--- src/rtl/ooo_reg_scoreboard.sv ---
// Register ownership scoreboard: one busy bit and owner tag per integer register.
// Set at dispatch, cleared by a tag-matching writeback, bulk-cleared on flush.
module ooo_reg_scoreboard #(
  parameter int NUM_REGS = 32,
  parameter int REG_W    = 5,
  parameter int TAG_W    = 4,
  parameter int NUM_WB   = 2
) (
  input  logic                    CLK,
  input  logic                    RST,
  input  logic                    flush,
  input  logic                    dispatch_en,
  input  logic                    dispatch_wen,
  input  logic [REG_W-1:0]        dispatch_rd,
  input  logic [TAG_W-1:0]        dispatch_tag,
  input  logic [NUM_WB-1:0]       wb_valid,
  input  logic [NUM_WB*REG_W-1:0] wb_rd,
  input  logic [NUM_WB*TAG_W-1:0] wb_tag,
  input  logic [REG_W-1:0]        rs1,
  input  logic [REG_W-1:0]        rs2,
  input  logic [REG_W-1:0]        rd,
  output logic                    rs1_busy,
  output logic                    rs2_busy,
  output logic                    rd_busy,
  output logic [TAG_W-1:0]        rs1_tag,
  output logic [TAG_W-1:0]        rs2_tag,
  output logic                    any_busy,
  output logic [REG_W:0]          busy_count
);

  localparam int CNT_W = REG_W + 1;

  logic [NUM_REGS-1:1] r_busy;
  logic [TAG_W-1:0]    r_tag [NUM_REGS-1:1];
  logic [CNT_W-1:0]    r_busy_count;

  logic                w_dispatch_set;
  logic [NUM_REGS-1:1] w_set;
  logic [NUM_REGS-1:1] w_clr;
  logic [NUM_REGS-1:0] w_busy_full;
  logic [TAG_W-1:0]    w_tag_full [NUM_REGS];
  logic                w_inc;
  logic [CNT_W-1:0]    w_dec;

  assign w_dispatch_set = dispatch_en & dispatch_wen & (dispatch_rd != '0) & ~flush;

  // Per-entry set/clear; a same-cycle dispatch to the entry masks any clear.
  always_comb begin
    // NOTE: every comb output gets a default before the loop, so no path infers a latch.
    w_set = '0;
    w_clr = '0;
    for (int i = 1; i < NUM_REGS; i++) begin
      w_set[i] = w_dispatch_set & (dispatch_rd == REG_W'(i));
      for (int k = 0; k < NUM_WB; k++) begin
        if (wb_valid[k] && (wb_rd[k*REG_W +: REG_W] == REG_W'(i)) && r_busy[i] &&
            (r_tag[i] == wb_tag[k*TAG_W +: TAG_W])) begin
          w_clr[i] = 1'b1;
        end
      end
      w_clr[i] = w_clr[i] & ~w_set[i];
    end
  end

  // Distinct entries cleared; several ports hitting one entry count once.
  always_comb begin
    w_dec = '0;
    for (int i = 1; i < NUM_REGS; i++) begin
      w_dec = w_dec + CNT_W'(w_clr[i]);
    end
  end

  assign w_inc = w_dispatch_set & ~w_busy_full[dispatch_rd];

  always_ff @(posedge CLK or posedge RST) begin
    if (RST) begin
      r_busy       <= '0;
      r_busy_count <= '0;
      // NOTE: the tag array is reset as well, so tags read back as 0 from reset onward.
      for (int i = 1; i < NUM_REGS; i++) begin
        r_tag[i] <= '0;
      end
    end else if (flush) begin
      r_busy       <= '0;
      r_busy_count <= '0;
    end else begin
      // NOTE: non-blocking updates so every flop samples pre-edge state.
      r_busy       <= (r_busy & ~w_clr) | w_set;
      r_busy_count <= r_busy_count + CNT_W'(w_inc) - w_dec;
      for (int i = 1; i < NUM_REGS; i++) begin
        if (w_set[i]) begin
          r_tag[i] <= dispatch_tag;
        end
      end
    end
  end

  // Lookups read registered state only; entry 0 is hardwired idle.
  assign w_busy_full = {r_busy, 1'b0};

  always_comb begin
    w_tag_full[0] = '0;
    for (int i = 1; i < NUM_REGS; i++) begin
      w_tag_full[i] = r_tag[i];
    end
  end

  assign rs1_busy   = w_busy_full[rs1];
  assign rs2_busy   = w_busy_full[rs2];
  assign rd_busy    = w_busy_full[rd];
  assign rs1_tag    = rs1_busy ? w_tag_full[rs1] : '0;
  assign rs2_tag    = rs2_busy ? w_tag_full[rs2] : '0;
  assign any_busy   = (r_busy_count != '0);
  assign busy_count = r_busy_count;

endmodule

--- config.mk ---
export PLATFORM = sky130hd
export DESIGN_NAME = ooo_reg_scoreboard
export DESIGN_NICKNAME = d
export VERILOG_FILES = /design/src/rtl/ooo_reg_scoreboard.sv
export SDC_FILE = /design/constraint.sdc
export NUM_CORES = 1
export LEC_CHECK = 0
export CORE_UTILIZATION = 65
export DETAILED_ROUTE_END_ITERATION = 6
export PLACE_DENSITY = 0.95
export SLEW_MARGIN = 20
export SYNTH_ARGS = -nofsm -noshare
export SYNTH_HDL_FRONTEND = slang
export SYNTH_SLANG_ARGS = --single-unit
--- constraint.sdc ---
create_clock -name CLK -period 12.58 [get_ports CLK]
set_clock_uncertainty 0.05 [all_clocks]
set_input_delay 3.774 -clock CLK [delete_from_list [all_inputs] [get_ports CLK]]
set_output_delay 3.774 -clock CLK [all_outputs]
set_load 0.02 [all_outputs]
# After elaboration in Yosys (flattened, before gate mapping)
# Index checks and enable logic that the tools add are counted.
# word_totals
wordCells	629
out_inout_bits	18
reg_bits	161
# op_classes
add_sub_neg	32
n_bitwise	104
n_eq_ne	155
order_cmp	6
n_reduce_logical	219
mux	80
# op_table
operator	count
4-bit equality test	62
5-bit equality test (second input constant)	48
1-bit logical AND	186
6-bit by 1-bit adder with 6-bit output	26
5-bit by 4-bit equality test with 1-bit output (second input constant)	24
1-bit AND	66
1-bit 2-to-1 mux	66
2-bit AND reduction	31
5-bit by 3-bit equality test with 1-bit output (second input constant)	12
4-bit binary-select mux with 5-bit select	2
1-bit NOT	33
31-bit AND	1
31-bit 2-to-1 mux	1
31-bit NOT	1
31-bit bitwise OR	1
5-bit by 2-bit equality test with 1-bit output (second input constant)	6
5-bit by 6-bit < comparator with 1-bit output (second input constant)	4
4-bit 2-to-1 mux	6
1-bit binary-select mux with 5-bit select	4
5-bit by 1-bit equality test with 1-bit output (second input constant)	3
6-bit greater-or-equal comparator (second input constant)	2
5-bit NOT with 6-bit output	2
5-bit by 1-bit adder with 6-bit output	1
6-bit 2-to-1 mux	1
7 further kinds	7

# Longest topological paths before layout
# logic_depth
depth_word	39
depth_mapped	30
depth_no_buf	27

# Least setup slack after synthesis
# Ideal clock, no wire load.
# synth_path
path_kind	input -> register
startpoint	input port wb_tag[7]
endpoint	register r_busy_count[5], in the netlist busy_count[5]
t_arrival_ps	9693
slack_ps	2705
t_required_ps	12398
cell_stages	25
setup_ps	132
path_buffers	3
cell_sequence	clkbuf_1 > buf_2 > buf_2 > xnor2_1 > nand3_1 > o21ai_0 > nand2_1 > fa_1 > fa_1 > fa_1 > inv_1 > fa_1 > inv_1 > fa_1 > fa_1 > fa_1 > inv_1 > fa_1 > inv_1 > ha_1 > inv_1 > fa_1 > xnor2_1 > xnor2_1 > nor2_1
# synth_via
elab_chain_cells	36
elab_cells_between_ends	156
classes_between	31 x add/sub; 31 x eq/ne; 32 x mux; 31 x bitwise; 31 x reduce/logical
# synth_rtl
element	line	source
start, declared	18	input logic [NUM_WB*TAG_W-1:0] wb_tag,
4-bit equality test	56	(r_tag[i] == wb_tag[k*TAG_W +: TAG_W])) begin
1-bit logical AND	55	if (wb_valid[k] && (wb_rd[k*REG_W +: REG_W] == REG_W'(i)) && r_busy[i] &&
1-bit 2-to-1 mux	55	
1-bit AND	60	w_clr[i] = w_clr[i] & ~w_set[i];
1-bit by 1-bit adder with 2-bit output	68	w_dec = w_dec + CNT_W'(w_clr[i]);
2-bit by 1-bit adder with 3-bit output	68	
3-bit by 1-bit adder with 4-bit output	68	
4-bit by 1-bit adder with 5-bit output	68	
5-bit by 1-bit adder with 6-bit output	68	
6-bit by 1-bit adder with 6-bit output (24 in series)	68	
6-bit by 1-bit adder with 6-bit output *	68	
6-bit subtractor *	88	r_busy_count <= r_busy_count + CNT_W'(w_inc) - w_dec;
6-bit 2-to-1 mux *	82	end else if (flush) begin
end signal, assigned	88	
end, declared	35	logic [CNT_W-1:0] r_busy_count;
# Every way passes the cells marked *; elsewhere a longest branch is shown, timed or not.
# A chain may end at the register's enable or synchronous reset.

# Worst setup path after layout
# layout_path
startpoint	input port rs2[1]
endpoint	output port rs2_tag[0]
# layout_via
elab_chain_cells	5
elab_cells_between_ends	7
classes_between	6 x mux; 1 x bitwise
# layout_rtl
element	line	source
start, declared	20	input logic [REG_W-1:0] rs2,
5-bit NOT with 6-bit output (implied by the code)	111	assign rs2_tag = rs2_busy ? w_tag_full[rs2] : '0;
4-bit binary-select mux with 5-bit select	111	
4-bit 2-to-1 mux (implied by the code) (2 in series)	111	
4-bit 2-to-1 mux *	111	
end, declared	26	output logic [TAG_W-1:0] rs2_tag,
# Every way passes the cells marked *; elsewhere a longest branch is shown, timed or not. The select of a mux whose other input is x is not followed.

==> results.toml <==
[status]
outcome = "complete, but fails checks"
violations = "design-rule violations"

[synth]
yosysSeqAreaShare_pct = 28.18
ys_types = 65
syn-cell-area_sq_um = 14300
syn-num-nets = 1469
syn_avg_cell_area_sq_um = 10.47
ys_seq_elements = 161
yosysWarnings = 0
synth_edf_count = 0
async_flop_share_pct = 100.0
ys.flop_type = "dfrtp_1"
netlist_instances = 1366

[placed_design]
port_buffers = 66
numPlacedInstances = 1634
place_hpwl_um = 35090
gp_congestion = 1.067

[worst_setup_path]
worst_setup_path_end_kind = "output pin"
r2r_end = "busy_count[5]$_DFF_PP0_"
worstRegToRegCells = 24
critPathKind = "in2out"
required_ns = 8.76
r2r_start = "r_tag[52]$_DFFE_PP0P_"
r2r_slack_ns = 5.88
cp_max_fo = 19
worstSetupStartpointType = "primary input"
worstPathArrival_ns = 7.07

[clock_network]
cts_buffer_depth = 2
cts_tree = "built"
post_cts_resized = 0
clock_latency_ns = 0.45
clk_pin_slew_ns = 0.07
cts_buffers = 17
clock-sinks = 161
cts_setup_buffers = 0
hold_buffers = 0
root_buffer = "clkbuf_16"
h-tree-depth = 4

[timing]
hold_slack_ns = 0.5843
hold_viol_final = 0
tightest_slew_ns = 1.253
slew_viol_final = 0
relSlewSlack_pct = 15.33
fin_crit_ns = 10.89
fin_crit_sh_pct = 86.57
finalSetupViolations = 0
setup-tns-final_ns = 0
fmax_mhz = 91.83
rsz0062_at_grt = "no"

[final_layout]
fin_cells = 1666
final_nets = 1481
layout_common_cells = "xnor2_1, dfrtp_1, mux2_2"
drive_gt1_share_pct = 21.01
fill_cells = 1398
syn_to_final_growth_pct = 9.041
post-route-util_pct = 73.23
final_common_cell = "xnor2_1"

[power_and_ir_drop]
clock_power_share_pct = 34.8
comb_power_share_pct = 26.9
power.leakage_uw = 0.006381
seq_power_share_pct = 38.3
peakVddDrop_v = 0.00009422
power_switching_uw = 558.9
p_sw_share_pct = 33.61
p_per_area_nw_per_um2 = 106.7
p_int_uw = 1104

[routing]
vias = 13080
drtIter0Drc = 2771
viasPerCell = 7.848
drc = 53
drt_first_pass_iters = 7
antenna_left = 0
routed_wl_um = 51790
route.detailed.wl_per_inst_um = 31.08

[global_routing]
antenna_found_initial = 2
grt_pass1_vias = 12750
grt_pass1_wl_um = 77710
gr-total-overflow = 0
grt_start_max_net_pins = 82
grt.total_usage_pct = 47.69

[hold_path]
min_delay_worst_endpoint = "r_tag[35]$_DFFE_PP0P_"
hold_class = "reg2reg"
min_from = "r_tag[35]$_DFFE_PP0P_"
min_path_cells = 1

[floorplanning]
start_util_pct = 67.16
die_x_um = 150.3
die-area_sq_um = 22590
core.rowCount = 53
die_h_um = 150.3
pin_count = 67
core_sq_um = 21290

[flow_run]
drv_cap = 0
[critical path, stage by stage]
cell             delay, ns
clkdlybuf4s50_1       1.07
mux4_2                0.61
a32o_1                0.25
a32oi_1               0.14
and3_1                0.38
a41oi_1               0.20
clkdlybuf4s50_1       0.65
[power by group through the flow]
| stage | clock network, uW | registers (uW) | logic (uW) |
|---|---|---|---|
| final | 579 | 637 | 447 |
| after CTS | 572 | 630 | 434 |
| after global placement | 0 | 635 | 416 |
| after detailed placement | 0 | 638 | 429 |
| after floorplan | 0 | 620 | 305 |
| after global routing | 594 | 637 | 477 |
[state kept, by name, indices dropped and copies added (netlist names)]
name	flops
r_tag	124
busy_count	6
r_busy	31
[worst max path at each step]
stage / from / endpoint
2_1_floorplan: wb_tag[7] / busy_count[5]$_DFF_PP0_
3_3_place_gp: dispatch_rd[0] / busy_count[5]$_DFF_PP0_
3_5_place_dp: dispatch_rd[0] / busy_count[5]$_DFF_PP0_
4_1_cts: rs2[1] / rs2_tag[0]
5_1_grt: dispatch_rd[0] / busy_count[5]$_DFF_PP0_
6_report: rs2[1] / rs2_tag[0]
[logic make-up after synthesis]
logic type,after synthesis,share of synthesized area (%)
flops,161,28.18
simple gates,359,13.97
xor+xnor,251,15.38
buf+inv,162,5.015
mux,245,24.70
compound gates,134,6.511
fa+ha+maj,54,6.249
[layer usage]
metal / GRT usage (%) / wire (um)
met1: 58.23 / 16840
met2: 65.99 / 20740
met3: 23.64 / 9430
met4: 31.52 / 4732
met5: 1.591 / 46
[synthesized netlist by cell type (3+ instances only)]
library cell | number | area (sq um)
mux4_2 | 69 | 1554
nor4_1 | 8 | 50.05
a21oi_1 | 24 | 120.1
and4_1 | 11 | 96.34
fa_1 | 29 | 580.6
nand3b_1 | 6 | 45.04
a31oi_1 | 16 | 100.1
and4bb_2 | 3 | 37.54
nor2_1 | 59 | 221.5
nand3_1 | 59 | 295.3
and2_1 | 8 | 50.05
buf_4 | 13 | 97.59
nor2b_1 | 31 | 193.9
and4b_1 | 4 | 40.04
ha_1 | 25 | 312.8
xnor2_1 | 173 | 1515
mux2i_1 | 28 | 280.3
nor4bb_1 | 3 | 30.03
xor2_1 | 78 | 683.2
inv_1 | 64 | 240.2
a211oi_1 | 21 | 157.7
nand2_1 | 54 | 202.7
and3_1 | 15 | 93.84
clkbuf_1 | 40 | 150.1
dfrtp_1 | 161 | 4029
a2111oi_0 | 6 | 52.55
or4_1 | 3 | 22.52
nand4_1 | 49 | 306.5
nand2b_1 | 7 | 43.79
a22oi_1 | 6 | 45.04
nor3_1 | 18 | 90.09
a2111o_1 | 3 | 33.78
mux2_2 | 146 | 1644
a21o_1 | 3 | 22.52
buf_2 | 42 | 210.2
o21ai_0 | 18 | 90.09
o211a_1 | 3 | 30.03
nor3b_1 | 7 | 52.55
a311oi_1 | 4 | 35.03
nor4b_1 | 3 | 26.28
a221oi_1 | 8 | 70.07
o22ai_1 | 4 | 25.02
[cell type report]
| cell class | instances | area (sq um) | share of cell area [%] |
|---|---|---|---|
| flip-flops and latches | 161 | 4029 | 25.84 |
| well taps | 275 | 344.1 | 2.207 |
| diodes | 1 | 2.502 | 0.01605 |
| repair buffers | 91 | 792.0 | 5.081 |
| clock inverters | 12 | 182.7 | 1.172 |
| clock buffers | 19 | 442.9 | 2.841 |
| multi-input cells | 1043 | 9550 | 61.26 |
| inverters | 64 | 245.2 | 1.573 |
[metrics by stage]
| step | total power (uW) | setup slack [ns] | instance area, sq um |
|---|---|---|---|
| after CTS | 1637 | 1.847 | 15580 |
| after detailed placement | 1067 | 1.515 | 14960 |
| after global placement | 1051 | 1.662 | 14960 |
| after global routing | 1708 | 1.635 | 15590 |
| final | 1663 | 1.690 | 15590 |
| after floorplan | 925.3 | 2.705 | 14300 |
(Power assumes the default switching activity.)
